**config.mk**
```make
export PLATFORM = sky130hd
export DESIGN_NAME = mult_sched_flat
export DESIGN_NICKNAME = d
export VERILOG_FILES = /design/src/rtl/mult_sched_pkg.sv /design/src/rtl/mult_sched_if.sv /design/src/rtl/mult_sched_rr_arbiter.sv /design/src/rtl/mult_sched.sv /design/src/flat_wrapper.sv
export SDC_FILE = /design/constraint.sdc
export NUM_CORES = 1
export LEC_CHECK = 0
export ABC_AREA = 1
export CORE_UTILIZATION = 25
export CTS_CLUSTER_DIAMETER = 200
export CTS_CLUSTER_SIZE = 16
export DETAILED_ROUTE_END_ITERATION = 6
export DONT_BUFFER_PORTS = 1
export MAX_ROUTING_LAYER = met4
export PLACE_DENSITY = 0.45
export SYNTH_ARGS = -nofsm -noshare
export SYNTH_HDL_FRONTEND = slang
export SYNTH_SLANG_ARGS = --single-unit
```
**constraint.sdc**
```tcl
create_clock -name clk -period 4.5 [get_ports clk]
set_clock_uncertainty 0.15 [all_clocks]
set_input_delay 0.9 -clock clk [delete_from_list [all_inputs] [get_ports clk]]
set_output_delay 0.9 -clock clk [all_outputs]
set_load 0.03 [all_outputs]
```
**src/rtl/mult_sched_pkg.sv**
```systemverilog
// Shared types and default sizing for the multiplier scheduler.
//   state_t   : scheduler FSM encoding (2 bits)
//   N_REQ_DEF : default requester count
//   WIDTH_DEF : default operand width (product is 2*WIDTH)
package mult_sched_pkg;

    localparam int unsigned N_REQ_DEF = 4;
    localparam int unsigned WIDTH_DEF = 4;

    typedef enum logic [1:0] {
        IDLE  = 2'd0,
        ISSUE = 2'd1,
        WAIT  = 2'd2,
        RESP  = 2'd3
    } state_t;

endpackage

```
**src/rtl/mult_sched_if.sv**
```systemverilog
// Bus bundle between the scheduler, its requesters and the shared multiplier.
//   requester side : req_valid/req_a/req_b -> req_ready, rsp_valid/rsp_id/rsp_p
//   multiplier side: mult_start/mult_a/mult_b -> mult_done/mult_p
//   status         : busy
// Modports: slave = scheduler view, master = environment (requesters + multiplier).
interface mult_sched_if
    import mult_sched_pkg::*;
#(
    parameter int unsigned N_REQ = N_REQ_DEF,
    parameter int unsigned WIDTH = WIDTH_DEF
);
    localparam int unsigned ID_W = $clog2(N_REQ);
    localparam int unsigned PW   = 2 * WIDTH;

    logic [N_REQ-1:0]       req_valid;
    logic [N_REQ*WIDTH-1:0] req_a;
    logic [N_REQ*WIDTH-1:0] req_b;
    logic [N_REQ-1:0]       req_ready;
    logic [N_REQ-1:0]       rsp_valid;
    logic [ID_W-1:0]        rsp_id;
    logic [PW-1:0]          rsp_p;
    logic                   mult_start;
    logic [WIDTH-1:0]       mult_a;
    logic [WIDTH-1:0]       mult_b;
    logic                   mult_done;
    logic [PW-1:0]          mult_p;
    logic                   busy;

    modport slave (
        input  req_valid, req_a, req_b, mult_done, mult_p,
        output req_ready, rsp_valid, rsp_id, rsp_p, mult_start, mult_a, mult_b, busy
    );

    modport master (
        output req_valid, req_a, req_b, mult_done, mult_p,
        input  req_ready, rsp_valid, rsp_id, rsp_p, mult_start, mult_a, mult_b, busy
    );

endinterface

```
**src/rtl/mult_sched_rr_arbiter.sv**
```systemverilog
// Combinational round-robin picker: first set request at or after i_ptr, wrapping.
//   i_req   : request vector
//   i_ptr   : highest-priority index
//   o_gnt_c : one-hot grant (zero when no request)
//   o_idx_c : encoded grant index
//   o_any_c : at least one request present
module mult_sched_rr_arbiter #(
    parameter  int unsigned N_REQ = 4,
    localparam int unsigned ID_W  = $clog2(N_REQ)
) (
    input  logic [N_REQ-1:0] i_req,
    input  logic [ID_W-1:0]  i_ptr,
    output logic [N_REQ-1:0] o_gnt_c,
    output logic [ID_W-1:0]  o_idx_c,
    output logic             o_any_c
);

    logic [ID_W-1:0] w_slot;

    // Scan from the pointer upward; the first hit wins.
    always_comb begin
        o_gnt_c = '0;
        o_idx_c = '0;
        o_any_c = 1'b0;
        w_slot  = '0;
        for (int unsigned k = 0; k < N_REQ; k++) begin
            w_slot = ID_W'((32'(i_ptr) + k) % N_REQ);
            if (!o_any_c && i_req[w_slot]) begin
                o_any_c         = 1'b1;
                o_gnt_c[w_slot] = 1'b1;
                o_idx_c         = w_slot;
            end
        end
    end

endmodule

```
**src/rtl/mult_sched.sv**
```systemverilog
// Shares one sequential multiplier among N_REQ requesters, one job in flight.
//   clk   : rising-edge clock
//   clr_n : synchronous active-low reset
//   bus   : mult_sched_if.slave (requests, tagged responses, multiplier handshake, busy)
// Optional: define ZERO_BYPASS_EN to answer zero-operand requests without the multiplier.
module mult_sched
    import mult_sched_pkg::*;
#(
    parameter int unsigned N_REQ = N_REQ_DEF,
    parameter int unsigned WIDTH = WIDTH_DEF
) (
    input  logic        clk,
    input  logic        clr_n,
    mult_sched_if.slave bus
);

    localparam int unsigned ID_W = $clog2(N_REQ);
    localparam int unsigned PW   = 2 * WIDTH;

    state_t             r_state;
    state_t             w_next_state;
    logic [ID_W-1:0]    r_rr_ptr;
    logic [WIDTH-1:0]   r_a_q;
    logic [WIDTH-1:0]   r_b_q;
    logic [ID_W-1:0]    r_id_q;
    logic [PW-1:0]      r_p_q;
    logic               r_mult_start;
    logic               r_busy;
    logic [N_REQ-1:0]   r_rsp_valid;
    logic [ID_W-1:0]    r_rsp_id;
    logic [PW-1:0]      r_rsp_p;

    logic [N_REQ-1:0]   w_gnt;
    logic [ID_W-1:0]    w_idx;
    logic               w_any;
    logic [WIDTH-1:0]   w_win_a;
    logic [WIDTH-1:0]   w_win_b;
    logic [N_REQ-1:0]   w_ready_c;
    logic               w_accept_c;
    logic               w_load_p_c;
    logic               w_zero_c;

    mult_sched_rr_arbiter #(
        .N_REQ (N_REQ)
    ) u_rr_arbiter (
        .i_req   (bus.req_valid),
        .i_ptr   (r_rr_ptr),
        .o_gnt_c (w_gnt),
        .o_idx_c (w_idx),
        .o_any_c (w_any)
    );

    assign w_win_a = bus.req_a[32'(w_idx) * WIDTH +: WIDTH];
    assign w_win_b = bus.req_b[32'(w_idx) * WIDTH +: WIDTH];

    // Next-state and accept decode.
    always_comb begin
        w_next_state = r_state;
        w_ready_c    = '0;
        w_accept_c   = 1'b0;
        w_load_p_c   = 1'b0;
        w_zero_c     = 1'b0;
        case (r_state)
            IDLE: begin
                if (w_any) begin
                    w_ready_c  = w_gnt;
                    w_accept_c = 1'b1;
`ifdef ZERO_BYPASS_EN
                    if (w_win_a == '0 || w_win_b == '0) begin
                        w_zero_c     = 1'b1;
                        w_next_state = RESP;
                    end else begin
                        w_next_state = ISSUE;
                    end
`else
                    w_next_state = ISSUE;
`endif
                end
            end
            ISSUE: w_next_state = WAIT;
            WAIT: begin
                if (bus.mult_done) begin
                    w_load_p_c   = 1'b1;
                    w_next_state = RESP;
                end
            end
            RESP:    w_next_state = IDLE;
            default: w_next_state = IDLE;
        endcase
    end

    // State, job registers and registered outputs.
    always_ff @(posedge clk) begin
        if (!clr_n) begin
            r_state      <= IDLE;
            r_rr_ptr     <= '0;
            r_a_q        <= '0;
            r_b_q        <= '0;
            r_id_q       <= '0;
            r_p_q        <= '0;
            r_mult_start <= 1'b0;
            r_busy       <= 1'b0;
            r_rsp_valid  <= '0;
            r_rsp_id     <= '0;
            r_rsp_p      <= '0;
        end else begin
            r_state      <= w_next_state;
            r_mult_start <= (w_next_state == ISSUE);
            r_busy       <= (w_next_state != IDLE);

            if (w_accept_c) begin
                r_id_q <= w_idx;
            end

            // Operand registers double as mult_a/mult_b: loaded on issue, held through WAIT.
            if (w_next_state == ISSUE) begin
                r_a_q <= w_win_a;
                r_b_q <= w_win_b;
            end else if (w_next_state != WAIT) begin
                r_a_q <= '0;
                r_b_q <= '0;
            end

            if (w_load_p_c) begin
                r_p_q <= bus.mult_p;
            end else if (w_zero_c) begin
                r_p_q <= '0;
            end

            // Response is loaded in RESP and presented the following cycle.
            if (r_state == RESP) begin
                r_rsp_valid <= N_REQ'(1) << r_id_q;
                r_rsp_id    <= r_id_q;
                r_rsp_p     <= r_p_q;
                r_rr_ptr    <= (r_id_q == ID_W'(N_REQ - 1)) ? '0 : r_id_q + ID_W'(1);
            end else begin
                r_rsp_valid <= '0;
                r_rsp_id    <= '0;
                r_rsp_p     <= '0;
            end
        end
    end

    assign bus.req_ready  = w_ready_c;
    assign bus.rsp_valid  = r_rsp_valid;
    assign bus.rsp_id     = r_rsp_id;
    assign bus.rsp_p      = r_rsp_p;
    assign bus.mult_start = r_mult_start;
    assign bus.mult_a     = r_a_q;
    assign bus.mult_b     = r_b_q;
    assign bus.busy       = r_busy;

endmodule

```
**src/flat_wrapper.sv**
```systemverilog
// flat-port wrapper written by rule: the top's interface ports become plain ports
module mult_sched_flat import mult_sched_pkg::*;
#(
    parameter int unsigned N_REQ = N_REQ_DEF,
    parameter int unsigned WIDTH = WIDTH_DEF
)
  (clk, clr_n, bus_req_valid, bus_req_a, bus_req_b, bus_mult_done, bus_mult_p, bus_req_ready, bus_rsp_valid, bus_rsp_id, bus_rsp_p, bus_mult_start, bus_mult_a, bus_mult_b, bus_busy);
  mult_sched_if #(.N_REQ(N_REQ), .WIDTH(WIDTH)) bus_i ();
  input  logic clk;
  input  logic clr_n;
  input wire logic [$bits(bus_i.req_valid)-1:0] bus_req_valid;
  input wire logic [$bits(bus_i.req_a)-1:0] bus_req_a;
  input wire logic [$bits(bus_i.req_b)-1:0] bus_req_b;
  input wire logic [$bits(bus_i.mult_done)-1:0] bus_mult_done;
  input wire logic [$bits(bus_i.mult_p)-1:0] bus_mult_p;
  output wire logic [$bits(bus_i.req_ready)-1:0] bus_req_ready;
  output wire logic [$bits(bus_i.rsp_valid)-1:0] bus_rsp_valid;
  output wire logic [$bits(bus_i.rsp_id)-1:0] bus_rsp_id;
  output wire logic [$bits(bus_i.rsp_p)-1:0] bus_rsp_p;
  output wire logic [$bits(bus_i.mult_start)-1:0] bus_mult_start;
  output wire logic [$bits(bus_i.mult_a)-1:0] bus_mult_a;
  output wire logic [$bits(bus_i.mult_b)-1:0] bus_mult_b;
  output wire logic [$bits(bus_i.busy)-1:0] bus_busy;
  assign bus_i.req_valid = bus_req_valid;
  assign bus_i.req_a = bus_req_a;
  assign bus_i.req_b = bus_req_b;
  assign bus_i.mult_done = bus_mult_done;
  assign bus_i.mult_p = bus_mult_p;
  assign bus_req_ready = bus_i.req_ready;
  assign bus_rsp_valid = bus_i.rsp_valid;
  assign bus_rsp_id = bus_i.rsp_id;
  assign bus_rsp_p = bus_i.rsp_p;
  assign bus_mult_start = bus_i.mult_start;
  assign bus_mult_a = bus_i.mult_a;
  assign bus_mult_b = bus_i.mult_b;
  assign bus_busy = bus_i.busy;
  mult_sched #(.N_REQ(N_REQ), .WIDTH(WIDTH)) u_core (.clk(clk), .clr_n(clr_n), .bus(bus_i));
endmodule
```
==> results of run 1 <==
[power groups by stage]
stage	clock [mW]	sequential (mW)	combinational [mW]
global route	0.272	0.465	0.358
finish	0.245	0.458	0.310
global placement	0	0.467	0.310
CTS	0.258	0.459	0.314
detailed placement	0	0.467	0.313
floorplan	0	0.456	0.263
[tightest hold or removal path, delay by kind of cell (launching register included)]
kind / cells / cell delay, ns
buf+inv: 1 / 0.06
flops: 1 / 0.30
simple gates: 1 / 0.04
[Yosys cell counts (all sizes together)]
cell type / n / share of area
o2111ai: 2 / 0.0085
ha: 9 / 0.054
a21oi: 16 / 0.040
nand3: 33 / 0.10
nor3: 4 / 0.0097
nand2: 86 / 0.18
nand4: 12 / 0.036
a21boi: 1 / 0.0036
dfxtp: 38 / 0.37
buf: 7 / 0.021
a211oi: 1 / 0.0036
nor2: 21 / 0.048
o21ai: 16 / 0.040
clkbuf: 2 / 0.0036
o211ai: 4 / 0.014
inv: 40 / 0.072
[routing by layer]
layer / global-route usage / up-vias / wire (µm)
li1: - / 945 / -
met1: 0.166 / 797 / 2480
met2: 0.210 / 57 / 2360
met3: 0.0398 / 2 / 382
met4: 0.0269 / 0 / 29
met5: - / - / 0
[placed cells by master, fill, tap and decap left out, drive strengths merged, types with 2 or more instances in the layout]
master   netlist  final
dfxtp         38     38
nor3           4      4
nand4         12     12
o211ai         4      4
nand2         86     86
clkbuf         2      6
inv           40     40
o21ai         16     16
nand3         33     33
nor2          21     21
o2111ai        2      2
a21oi         16     16
ha             9      9
[final timing paths]
kind	cells after the start	from	slack, ns	to
worst max-delay path	11	u_core.r_rr_ptr[1]	0.85	bus_req_ready[3]
worst min-delay path	2	u_core.r_p_q[3]	0.29	u_core.bus.rsp_p[3]
worst max register to register	14	u_core.r_rr_ptr[1]	1.33	u_core.bus.mult_a[1]
worst min register to register	2	u_core.r_p_q[3]	0.29	u_core.bus.rsp_p[3]
[flip-flops by register name, indices dropped and copies added, names as in the netlist]
| signal | cells |
|---|---|
| u_core.bus.rsp_p | 8 |
| u_core.bus.mult_start | 1 |
| u_core.r_rr_ptr | 2 |
| u_core.bus.busy | 1 |
| u_core.bus.mult_a | 4 |
| u_core.r_id_q | 2 |
| u_core.r_p_q | 8 |
| u_core.bus.rsp_valid | 4 |
| u_core.bus.rsp_id | 2 |
| u_core.r_state | 2 |
| u_core.bus.mult_b | 4 |
[cell type report]
cell class,count,area [µm²]
multi-input cells,205,1110
clock buffers,6,82.6
inverters,40,150
clock inverters,2,12.5
flip-flops and latches,38,761
well taps,102,128
fillers,873,5640
[kinds of logic after synthesis]
logic type                 after synthesis  share of synthesized area
and+or+nand+nor                        156                      0.371
adders and majority gates                9                     0.0543
AOI/OAI and AO/OA                       40                      0.111
DFF                                     38                      0.367
buffers and inverters                   49                     0.0966
==> qor.yml, run 1 <==
status:
  status: "complete, no violations"
timing:
  drv_slew: 0
  setup_violations: 0
  relSlewSlack: 0.605
  worst_pin_slew_ns: 0.590
  fin_crit_sh: 0.812
  rsz0062_at_grt: "false"
  finalWorstSetupSlack_ns: 0.848
  hold_viol: 0
  setup_tns_ns: 0
  holdWs_ns: 0.285
  fmaxAchievable_ghz: 0.274
  fin_crit_ns: 3.65
critical_path:
  critPathArrivalTime_ns: 2.60
  cp-end-kind: "output pin"
  crit_family: "simple AND/OR/NAND/NOR gates"
  required_ns: 3.45
  cp_common_cell: "nand2_1"
  critPathKind: "reg -> out"
  cp_max_fo: 8
  slowest_stage: "dfxtp_1"
  worstPathCellList: "inv_1, ha_1, inv_1, nand3_1, nand2_1, nand2_1, nor2_1, nand2_1, o2111ai_1, nand2_1, inv_1"
  startpoint_type: "flip-flop"
  slowest_delay_ns: 0.54
  path_buf_inv: 3
clocking:
  clkLatencyLatePin_ns: 0.29
  cts_tree: "done"
  cts-root-buf: "clkbuf_8"
  hold_buffers: 0
  cts_sinks: 38
  htree_levels: 2
  clockBufferDepth: 2
  clkTransAtPathRegs_ns: 0.08
  post_cts_buffers: 0
  numCtsBuffers: 5
  cts.repair.resized: 0
grt:
  grt_overflow: 0
  grt_pass1_wl_mm: 8.69
  grt_pass1_vias: 1783
  track_usage: 0.132
  grt_start_max_net_pins: 23
  antenna_found_initial: 0
route:
  dr_total_vias: 1801
  via_per_inst: 4.58
  drc_errors: 0
  post_drt_wl_per_cell_um: 13.4
  wl_mm: 5.25
  dr.pass1.iters: 4
  postRouteAntennaNets: 0
  drt_iter0_drc: 52
placement:
  placedCellCount: 385
  place.gp.congestion: 0.906
  hpwl_mm: 4.01
  port_buffers: 0
  dpl_cell_area_um2: 2150
  pre_cts_ws_ns: 1.18
synthesis:
  yosys_warnings: 0
  ys_seq_elements: 38
  synth_area_um2: 2070
  syn_nets: 348
  synth.distinct_cells: 28
  synth_area_per_cell_um2: 7.10
  synthCells: 292
  ys_seq_area_frac: 0.367
power:
  pwr-share-comb: 0.306
  leakage_nw: 1.03
  pwr-share-clk: 0.242
  ir_drop_v: 0.000178
  pwr-share-seq: 0.452
  power_density_nw_per_um2: 451
  p_switching_uw: 423
  finalPower_mw: 1.01
  intPower_uw: 590
  swShare: 0.418
die:
  dieArea_um2: 8660
  initial_core_util: 0.263
  fp.dieH_um: 93.0
  io-pin-count: 75
  die_x_um: 93.0
  core_um2: 7890
  fp-row-count: 32
job:
  maxCapViolCount: 0
cells_and_area:
  num_antenna_cells: 0
  final_area_um2: 2240
  final_nets: 346
  syn_to_final_growth_pct: 8.33
  fin_util: 0.285
  final_cells: 393
  drive_above_1_share: 0.117
min_path:
  holdCritPathClass: "reg -> reg"
(Power assumes the default switching activity.)
==> run 2: changes to the inputs <==
Clock period 4.5 ns to 3.7 ns, I/O delays scaled along.
==> run 2 against run 1 <==
Register-to-register slack got worse by 0.62 ns. Sequential power rose by 22%. Sequential share of layout area fell by 0.34 points. Critical path type unchanged. Largest power group unchanged.
==> qor.yml, run 2 (synthesized netlist as in run 1, its figures left out) <==
status:
  status: "complete, no violations"
cells_and_area:
  drive_above_1_share: 0.120
  layout_common_cells: "nand2_1, inv_1, dfxtp_1"
  final_nets: 347
  num_antenna_cells: 0
  syn_to_final_growth_pct: 9.60
  final_area_um2: 2270
  final_common_cell: "nand2_1"
  final_cells: 393
min_path:
  holdCritPathClass: "reg -> reg"
critical_path:
  critPathArrivalTime_ns: 2.38
  slowest_delay_ns: 0.55
  path_buf_inv: 3
  cp-end-kind: "output pin"
  worstPathCellList: "inv_1, ha_1, inv_1, nand3_1, nand2_1, nand2_1, nor2_1, a21oi_1, o21ai_0, nand2_1, inv_1"
  startpoint_type: "flip-flop"
  required_ns: 2.81
  critPathKind: "reg -> out"
  cp_max_fo: 8
  crit_family: "flip-flops"
  slowest_stage: "dfxtp_1"
timing:
  fin_crit_sh: 0.884
  holdWs_ns: 0.285
  rsz0062_at_grt: "false"
  fmaxAchievable_ghz: 0.306
  fin_crit_ns: 3.27
  drv_slew: 0
  hold_viol: 0
  relSlewSlack: 0.596
  setup_violations: 0
  worst_pin_slew_ns: 0.604
  setup_tns_ns: 0
route:
  via_per_inst: 4.62
  postRouteAntennaNets: 0
  drc_errors: 0
  post_drt_wl_per_cell_um: 13.4
  dr_total_vias: 1817
  wl_mm: 5.28
  dr.pass1.iters: 4
  drt_iter0_drc: 75
job:
  maxCapViolCount: 0
placement:
  placedCellCount: 386
  port_buffers: 0
  place.gp.congestion: 0.817
  dpl_cell_area_um2: 2160
  hpwl_mm: 4.01
die:
  fp.dieH_um: 93.0
  fp-row-count: 32
  core_um2: 7890
  initial_core_util: 0.263
  die_x_um: 93.0
  io-pin-count: 75
  dieArea_um2: 8660
grt:
  track_usage: 0.130
  grt_pass1_wl_mm: 8.47
  grt_start_max_net_pins: 23
  grt_overflow: 0
  grt_pass1_vias: 1710
  antenna_found_initial: 0
clocking:
  clkLatencyLatePin_ns: 0.28
  numCtsBuffers: 5
  cts-root-buf: "clkbuf_8"
  cts_tree: "done"
  clockBufferDepth: 2
  clkTransAtPathRegs_ns: 0.07
  cts_sinks: 38
  htree_levels: 2
power:
  power_density_nw_per_um2: 568
  ir_drop_v: 0.000201
  leakage_nw: 1.05
run 2: changes by cell type in the layout (fill, tap and decap cells not counted):
cell,delta
buf_4,+1
bufinv_16,+1
clkinv_2,-1
clkinvlp_4,-1
dfxtp_1,-1
dfxtp_2,+1
run 2: final cells by class:
class                           instances  area, µm²
Multi-Input combinational cell        205       1110
Tap cell                              102        128
Timing Repair Buffer                    1       7.51
Inverter                               40        150
Fill cell                             855       5620
Sequential cell                        38        762
Clock inverter                          1       30.0
Clock buffer                            6       82.6
run 2: layer usage:
metal	GRT usage	wire length [µm]	vias up
met4	0.0231	33	0
met1	0.170	2460	802
li1	-	-	945
met2	0.198	2360	68
met5	-	0	-
met3	0.0407	417	2
run 2: through the flow:
step	utilization	setup WS [ns]	total power [mW]
2_1_floorplan	-	0.886	0.875
3_3_place_gp	0.273	0.681	0.946
3_5_place_dp	0.273	0.603	0.946
4_1_cts	0.288	0.267	1.31
5_1_grt	0.288	0.163	1.39
6_report	0.288	0.431	1.29
run 2: worst paths after layout:
kind	startpoint	to	slack [ns]	depth (start not counted)
worst max-delay path	u_core.r_rr_ptr[1]	bus_req_ready[0]	0.43	11
worst min-delay path	u_core.r_p_q[2]	u_core.bus.rsp_p[2]	0.28	2
worst max register to register	u_core.r_rr_ptr[1]	u_core.bus.mult_b[1]	0.71	14
worst min register to register	u_core.r_p_q[2]	u_core.bus.rsp_p[2]	0.28	2
run 2: worst reg2reg max path, cell delays in order (launching register included):
cell and delay, ns:
dfxtp_1 0.55, inv_1 0.11, ha_1 0.37, inv_1 0.13, nand3_1 0.08, nand2_1 0.09, a21oi_1 0.07, nand2_1 0.36
nand3_2 0.49, nand2_1 0.19, nand2_1 0.08, nand2_1 0.08, nand2_1 0.05, nand2_1 0.05, nand2_1 0.04
run 2: power by group:
group | internal, mW | leakage [nW] | switching, mW
clock | 0.216 | 0.0573 | 0.141
combinational | 0.110 | 0.682 | 0.265
sequential | 0.459 | 0.311 | 0.0977
run 2: repair_timing:
item,4_1_cts,5_1_grt
resized for setup,0,1
endpoints found under the setup margin,0,1
hold buffers,0,0
buffers inserted,0,0
==> run 3: changes to the inputs <==
Settings changed: CORE_MARGIN set to 1.
==> results of run 3 <==
Final layout, timing and power as in run 2 (identical DEF).
